File: src/rtl/lsu_mem_access.sv
// lsu_mem_access: load/store memory-access stage.
// Accepts one request from execute, runs a req/ack transaction with data
// memory, stalls the pipeline while it is outstanding, and hands load data
// (raw word, byte offset, funct3) to the downstream load-data converter.
// Optional feature macro: LSU_MISALIGN_TRAP_EN (trap misaligned half/word
// accesses in IDLE instead of issuing them with the low address bits ignored).
module lsu_mem_access #(
  parameter int unsigned TIMEOUT_CYCLES = 255
) (
  input  logic        clk,
  input  logic        rst_n,
  input  logic        req_valid,
  input  logic        req_is_store,
  input  logic [2:0]  req_funct3,
  input  logic [31:0] req_addr,
  input  logic [31:0] req_wdata,
  output logic        busy,
  output logic        mem_req,
  output logic        mem_we,
  output logic [31:0] mem_addr,
  output logic [3:0]  mem_be,
  output logic [31:0] mem_wdata,
  input  logic        mem_ack,
  input  logic [31:0] mem_rdata,
  output logic        ld_valid,
  output logic [31:0] ld_raw,
  output logic [1:0]  ld_offset,
  output logic [2:0]  ld_format,
  output logic        st_done,
  output logic        bus_err
);

  typedef enum logic [1:0] {
    IDLE   = 2'd0,
    ACCESS = 2'd1,
    DONE   = 2'd2
  } state_t;

  localparam logic [16:0] TIMEOUT_LIMIT = 17'(TIMEOUT_CYCLES);

  state_t      state_q, state_d;
  logic [15:0] cnt_q, cnt_d;
  logic        is_store_q, is_store_d;

  logic        busy_d, mem_req_d, mem_we_d;
  logic [31:0] mem_addr_d, mem_wdata_d;
  logic [3:0]  mem_be_d;
  logic        ld_valid_d, st_done_d, bus_err_d;
  logic [31:0] ld_raw_d;
  logic [1:0]  ld_offset_d;
  logic [2:0]  ld_format_d;

  logic [1:0]  off;
  logic        fmt_ok;
  logic        misalign;
  logic [3:0]  be_calc;
  logic [31:0] wdata_calc;
  logic [16:0] cnt_inc;

  assign off     = req_addr[1:0];
  assign cnt_inc = {1'b0, cnt_q} + 17'd1;

  // Decode the incoming request: legality, lane enables and replicated data.
  always_comb begin
    fmt_ok     = 1'b0;
    misalign   = 1'b0;
    be_calc    = 4'b1111;
    wdata_calc = '0;
    if (req_is_store) begin
      fmt_ok = !req_funct3[2] && (req_funct3[1:0] != 2'b11);
    end else begin
      fmt_ok = (req_funct3[1:0] != 2'b11) && !(req_funct3[2] && req_funct3[1]);
    end
`ifdef LSU_MISALIGN_TRAP_EN
    misalign = ((req_funct3[1:0] == 2'b01) && off[0]) ||
               ((req_funct3[1:0] == 2'b10) && (off != 2'b00));
`else
    misalign = 1'b0;
`endif
    if (req_is_store) begin
      case (req_funct3[1:0])
        2'b00: begin
          be_calc    = 4'b0001 << off;
          wdata_calc = {4{req_wdata[7:0]}};
        end
        2'b01: begin
          be_calc    = off[1] ? 4'b1100 : 4'b0011;
          wdata_calc = {2{req_wdata[15:0]}};
        end
        default: begin
          be_calc    = 4'b1111;
          wdata_calc = req_wdata;
        end
      endcase
    end
  end

  // Next-state and next-output logic; outputs hold unless a transition updates them.
  always_comb begin
    state_d     = state_q;
    cnt_d       = cnt_q;
    is_store_d  = is_store_q;
    busy_d      = busy;
    mem_req_d   = mem_req;
    mem_we_d    = mem_we;
    mem_addr_d  = mem_addr;
    mem_be_d    = mem_be;
    mem_wdata_d = mem_wdata;
    ld_raw_d    = ld_raw;
    ld_offset_d = ld_offset;
    ld_format_d = ld_format;
    ld_valid_d  = 1'b0;
    st_done_d   = 1'b0;
    bus_err_d   = 1'b0;
    case (state_q)
      IDLE: begin
        if (req_valid) begin
          if (!fmt_ok || misalign) begin
            bus_err_d = 1'b1;
          end else begin
            state_d     = ACCESS;
            cnt_d       = '0;
            is_store_d  = req_is_store;
            busy_d      = 1'b1;
            mem_req_d   = 1'b1;
            mem_we_d    = req_is_store;
            mem_addr_d  = {req_addr[31:2], 2'b00};
            mem_be_d    = be_calc;
            mem_wdata_d = wdata_calc;
            if (!req_is_store) begin
              ld_offset_d = off;
              ld_format_d = req_funct3;
            end
          end
        end
      end
      ACCESS: begin
        if (mem_ack) begin
          state_d    = DONE;
          mem_req_d  = 1'b0;
          busy_d     = 1'b0;
          ld_valid_d = !is_store_q;
          st_done_d  = is_store_q;
          if (!is_store_q) begin
            ld_raw_d = mem_rdata;
          end
        end else begin
          cnt_d = (cnt_q == 16'hffff) ? cnt_q : cnt_inc[15:0];
          // Abort once this unacknowledged cycle would bring the count to the limit.
          if (cnt_inc >= TIMEOUT_LIMIT) begin
            state_d   = IDLE;
            mem_req_d = 1'b0;
            busy_d    = 1'b0;
            bus_err_d = 1'b1;
          end
        end
      end
      DONE: begin
        state_d = IDLE;
      end
      default: begin
        state_d = IDLE;
      end
    endcase
  end

  // State and output registers, cleared asynchronously by reset.
  always_ff @(posedge clk or negedge rst_n) begin
    if (!rst_n) begin
      state_q    <= IDLE;
      cnt_q      <= '0;
      is_store_q <= 1'b0;
      busy       <= 1'b0;
      mem_req    <= 1'b0;
      mem_we     <= 1'b0;
      mem_addr   <= '0;
      mem_be     <= '0;
      mem_wdata  <= '0;
      ld_valid   <= 1'b0;
      ld_raw     <= '0;
      ld_offset  <= '0;
      ld_format  <= '0;
      st_done    <= 1'b0;
      bus_err    <= 1'b0;
    end else begin
      state_q    <= state_d;
      cnt_q      <= cnt_d;
      is_store_q <= is_store_d;
      busy       <= busy_d;
      mem_req    <= mem_req_d;
      mem_we     <= mem_we_d;
      mem_addr   <= mem_addr_d;
      mem_be     <= mem_be_d;
      mem_wdata  <= mem_wdata_d;
      ld_valid   <= ld_valid_d;
      ld_raw     <= ld_raw_d;
      ld_offset  <= ld_offset_d;
      ld_format  <= ld_format_d;
      st_done    <= st_done_d;
      bus_err    <= bus_err_d;
    end
  end

endmodule

File: config.mk
export PLATFORM = sky130hd
export DESIGN_NAME = lsu_mem_access
export DESIGN_NICKNAME = d
export VERILOG_FILES = /design/src/rtl/lsu_mem_access.sv
export SDC_FILE = /design/constraint.sdc
export NUM_CORES = 1
export LEC_CHECK = 0
export CORE_MARGIN = 1.5
export CORE_UTILIZATION = 30
export CTS_BUF_LIST = sky130_fd_sc_hd__clkbuf_8
export DETAILED_ROUTE_END_ITERATION = 10
export PLACE_DENSITY = 0.56
export SKIP_CTS_REPAIR_TIMING = 1
export SKIP_LAST_GASP = 1
export SYNTH_ARGS = -nofsm -noshare
export SYNTH_HDL_FRONTEND = slang
export SYNTH_SLANG_ARGS = --single-unit
export TNS_END_PERCENT = 10
File: constraint.sdc
create_clock -name clk -period 5.43 [get_ports clk]
set_input_delay 1.086 -clock clk [delete_from_list [all_inputs] [get_ports clk]]
set_output_delay 1.086 -clock clk [all_outputs]
set_load 0.02 [all_outputs]
# [Word-level counts from Yosys, hierarchy flattened]
# Index checks and enable logic that the tools add are counted.
[word_totals] word_cells=72 out_inout_bits=111 register_bits=126 inputBits=104
[classes] eq_ne=9 bitwise=2 muxes=30 n_reduce_logical=15 shift=1 magnitude_cmp=1 add_sub_neg=1
[ops] operator="16-bit two-way mux" n=4
[ops] operator="32-bit one-hot mux with 2 select lines" n=1
[ops] operator="32-bit two-way mux" n=1
[ops] operator="16-bit one-hot mux with 2 select lines" n=1
[ops] operator="16-bit by 1-bit adder with 17-bit output (second input constant)" n=1
[ops] operator="17-bit by 8-bit greater-or-equal comparator with 1-bit output (second input constant)" n=1
[ops] operator="16-bit equality test (second input constant)" n=1
[ops] operator="1-bit two-way mux" n=13
[ops] operator="2-bit inequality test (second input constant)" n=5
[ops] operator="3-bit AND reduction" n=3
[ops] operator="2-bit two-way mux" n=4
[ops] operator="4-bit two-way mux" n=2
[ops] operator="4-bit one-hot mux with 2 select lines" n=1
[ops] operator="4-bit AND reduction" n=2
[ops] operator="5-bit AND reduction" n=1
[ops] operator="2-bit by 1-bit equality test with 1-bit output (second input constant)" n=2
[ops] operator="2-bit zero test" n=2
[ops] operator="1-bit one-hot mux with 2 select lines" n=2
[ops] operator="2-bit one-hot mux with 2 select lines" n=1
[ops] operator="1-bit by 2-bit << shifter with 4-bit output (first input constant)" n=1
[ops] operator="1-bit logical AND" n=3
[ops] operator="1-bit zero test" n=3
[ops] operator="3-bit inequality test (second input constant)" n=1
[ops] operator="1-bit NOT" n=2
[ops] operator="2-bit nonzero test" n=1

# [Logic depth before layout (Yosys ltp)]
[logic_depth] ltp_word=7 mapped_depth=8

# [Least setup slack after synthesis]
# OpenSTA, ideal clock, no wires.
[synth_path] path_type="input-to-reg" start="input req_is_store" end="register mem_wdata[24]" arrival_ps=2323 path_stages=7 t_required_ps=5295 setup_slack_ps=2972 path_cell_list="clkbuf_1 > nor2_1 > nor2_1 > or2_2 > clkbuf_1 > clkbuf_1 > o21ai_0"
[synth_between] elab_chain_cells=2 elab_cells_between_ends=3
[synth_rtl] element="start, declared" line_no="13" text="input logic req_is_store,"
[synth_rtl] element="1-bit two-way mux" line_no="69" text="if (req_is_store) begin"
[synth_rtl] element="3-bit AND reduction (no source line)"
[synth_rtl] element="end signal, assigned" line_no="194" text="mem_wdata <= mem_wdata_d;"
[synth_rtl] element="end, declared" line_no="22" text="output logic [31:0] mem_wdata,"
# Parallel ways exist; a longest one is shown, timed or not.
# A chain may end at the register's enable or synchronous reset.

# [Worst setup path after layout]
[layout_path] start="input req_is_store" end="register mem_be[3]"
[layout_between] elab_chain_cells=2 elab_cells_between_ends=3
[layout_rtl] element="1-bit two-way mux" line_no="69"
[layout_rtl] element="3-bit AND reduction (no source line)"
[layout_rtl] element="end signal, assigned" line_no="193" text="mem_be <= mem_be_d;"
[layout_rtl] element="end, declared" line_no="21" text="output logic [3:0] mem_be,"
# Parallel ways exist; a longest one is shown, timed or not.

==> results.cfg <==
[layout]
final_common_cell = clkdlybuf4s50_1
fin_area_um2 = 8440
fin_cells = 1022
ff_latch_area_um2 = 3150
fillers = 1784
final_cell_mix = 211 x clkdlybuf4s50_1, 178 x nand2_1, 126 x dfrtp_1
antenna_cells = 0
area_delta_synth_final_pct = 47.8
multiInputGateArea_um2 = 2370
drive_above_1_share_pct = 13.5
fin_nets = 881

[critical_path]
required_ps = 5760
cp_num_buf_inv = 3
critPathLaunchType = input pin
crit_fanout = 37
worstPathCellList = clkdlybuf4s50_1, buf_4, nor2_1, nor2_1, or2_2, buf_4, a21oi_1, a21o_1
worstSetupPathType = input pin to flip-flop
cpPeakStageDelay_ps = 500
cp.arrival_ps = 3410
critPathTopFamily = buffers and inverters
crit_path_end_kind = flip-flop
worst_path_max_delay_cell = or2_2

[timing]
setup_viol = 0
fin_setup_tns_ps = 0
drv_slew = 0
tightest_slew_ps = 898
final_hold_viol_count = 0
rsz0062_at_grt = no
skew_ps = 11.7
maxSlewHeadroom_pct = 40.1
fin_crit_sh_pct = 56.7
holdWs_ps = 478
finalCriticalPeriod_ps = 3080
fmax_mhz = 325

[pwr]
power_density_nw_per_um2 = 477
peakVddDrop_mv = 0.206
p_leak_nw = 3.69

[floorplan]
fp.dieW_um = 141
row_count = 50
core_area_um2 = 18700
initial_core_util_pct = 30.5
ioPinCount = 215
dieHeight_um = 141
fp.dieArea_um2 = 19900

[global_routing]
antenna_found_initial = 0
overflow = 0
grt_max_degree = 70
grt_pass1_vias = 4840
grt_usage_pct = 16.3
grt_first_pass_wirelength_um = 25500

[drt]
viasPerCell = 4.68
first_pass_iters = 6
vias = 4785
wl_um = 16000
antenna_left = 0
drtIter0Drc = 198
drcViolationCount = 0
routedWlPerCell_um = 15.7

[synth]
yosys.area.top_type_share_pct = 55.3
async_flop_share_pct = 100
synth_area_per_cell_um2 = 9.96
synthFlopType = dfrtp_1
syn_inst = 573
yosysWarnings = 0
synth_cell_type_count = 45
netlist.top_cell.by_area = dfrtp_1
ys_seq_elements = 126
seq_area_frac_synth_pct = 55.3
synth.cell_area_um2 = 5710
synth_top_cells_by_area = dfrtp_1 55%, nand2_1 12%, mux2_2 10%
synth-edff-count = 0

[min_path]
hold_path_class = flip-flop to flip-flop

[place]
numPortBuffers = 212
place_congestion = 0.836
dp.cells = 990
hpwlAfterDp_um = 11400
place_area_um2 = 8020

[clock_network]
htreeDepth = 4
clockBufferDepth = 2
root_buffer = clkbuf_8
cts_inserted_buffers = 17
path_clk_slew_ps = 80
cts_tree = yes
cts.sinks = 126
insertion_delay_ps = 440

[run]
drv_cap = 0

[run_status]
status = finished clean
==> cells in the mapped netlist (6+ instances only) <==
cell type / n
nand3_1: 15
a21oi_1: 8
buf_2: 7
o21ai_0: 39
nor2_1: 21
dfrtp_1: 126
clkbuf_1: 24
o21ai_1: 16
mux2_2: 53
nand2_1: 178
o31ai_1: 7
nand2b_1: 6
mux2i_1: 10
==> layer usage <==
| layer | track usage, % | vias up | wire [µm] |
|---|---|---|---|
| li1 | - | 2334 | - |
| met1 | 20.0 | 2259 | 6950 |
| met2 | 27.2 | 177 | 7730 |
| met3 | 5.47 | 15 | 1140 |
| met4 | 5.21 | 0 | 207 |
| met5 | 0 | - | 0 |
==> metrics by stage <==
stage	util (%)	setup WS (ps)	power, mW
2_1_floorplan	-	2970	2.29
3_3_place_gp	42.9	1940	3.17
3_5_place_dp	42.9	1890	3.20
5_1_grt	45.1	2150	4.26
4_1_cts	45.1	2370	4.09
6_report	45.1	2350	4.03
==> worst paths after layout <==
check                                           end  slack, ps                startpoint  cells after the start
setup / recovery              mem_be[3]$_DFFE_PN0P_       2350              req_is_store                      8
hold / removal             mem_addr[10]$_DFFE_PN0P_        480  mem_addr[10]$_DFFE_PN0P_                      2
setup reg to reg               cnt_q[4]$_DFFE_PN0P_       2570      cnt_q[0]$_DFFE_PN0P_                      7
hold reg to reg            mem_addr[10]$_DFFE_PN0P_        480  mem_addr[10]$_DFFE_PN0P_                      2
max in group asynchronous    ld_raw[12]$_DFFE_PN0P_       3400                     rst_n                      2
min in group asynchronous  mem_addr[30]$_DFFE_PN0P_        740                     rst_n                      1
==> cell families (layout without fill, tap and decap cells) <==
family                   count (synthesis)  in the layout  share of synthesized area, %
multiplexers                            63             63                          12.2
XOR/XNOR                                 4              4                         0.614
AND/OR/NAND/NOR                        247            247                          19.0
flip-flops                             126            126                          55.3
adder cells (fa/ha/maj)                  2              2                         0.438
buffers and inverters                   43            257                          3.38
AO/OA/AOI/OAI                           87             87                          9.06
other                                    1              2                        0.0657
==> tightest hold or removal path, cell delays in order (launching register included) <==
cell	delay, ps
dfrtp_1	350
nand2_1	50
nand2_1	60
==> cell type report <==
cell class	count	area share (%)
multi-input combinational	405	28.1
tap	234	3.47
clock inverter	15	2.18
sequential	126	37.4
timing repair buffer	220	25.8
inverter	5	0.222
clock buffer	17	2.77
==> power by group <==
part	leakage (nW)	total (mW)	switching (mW)	internal, mW
logic	1.88	1.69	0.856	0.837
registers	1.59	1.47	0.200	1.27
clock network	0.214	0.865	0.403	0.461
==> sequential cells by signal, summed over array words and instances, names as in the netlist, 2 cells and up <==
name       flops
state_q        2
ld_raw        32
mem_wdata     32
cnt_q         16
ld_offset      2
mem_addr      30
mem_be         4
ld_format      3
(Power assumes the default switching activity.)
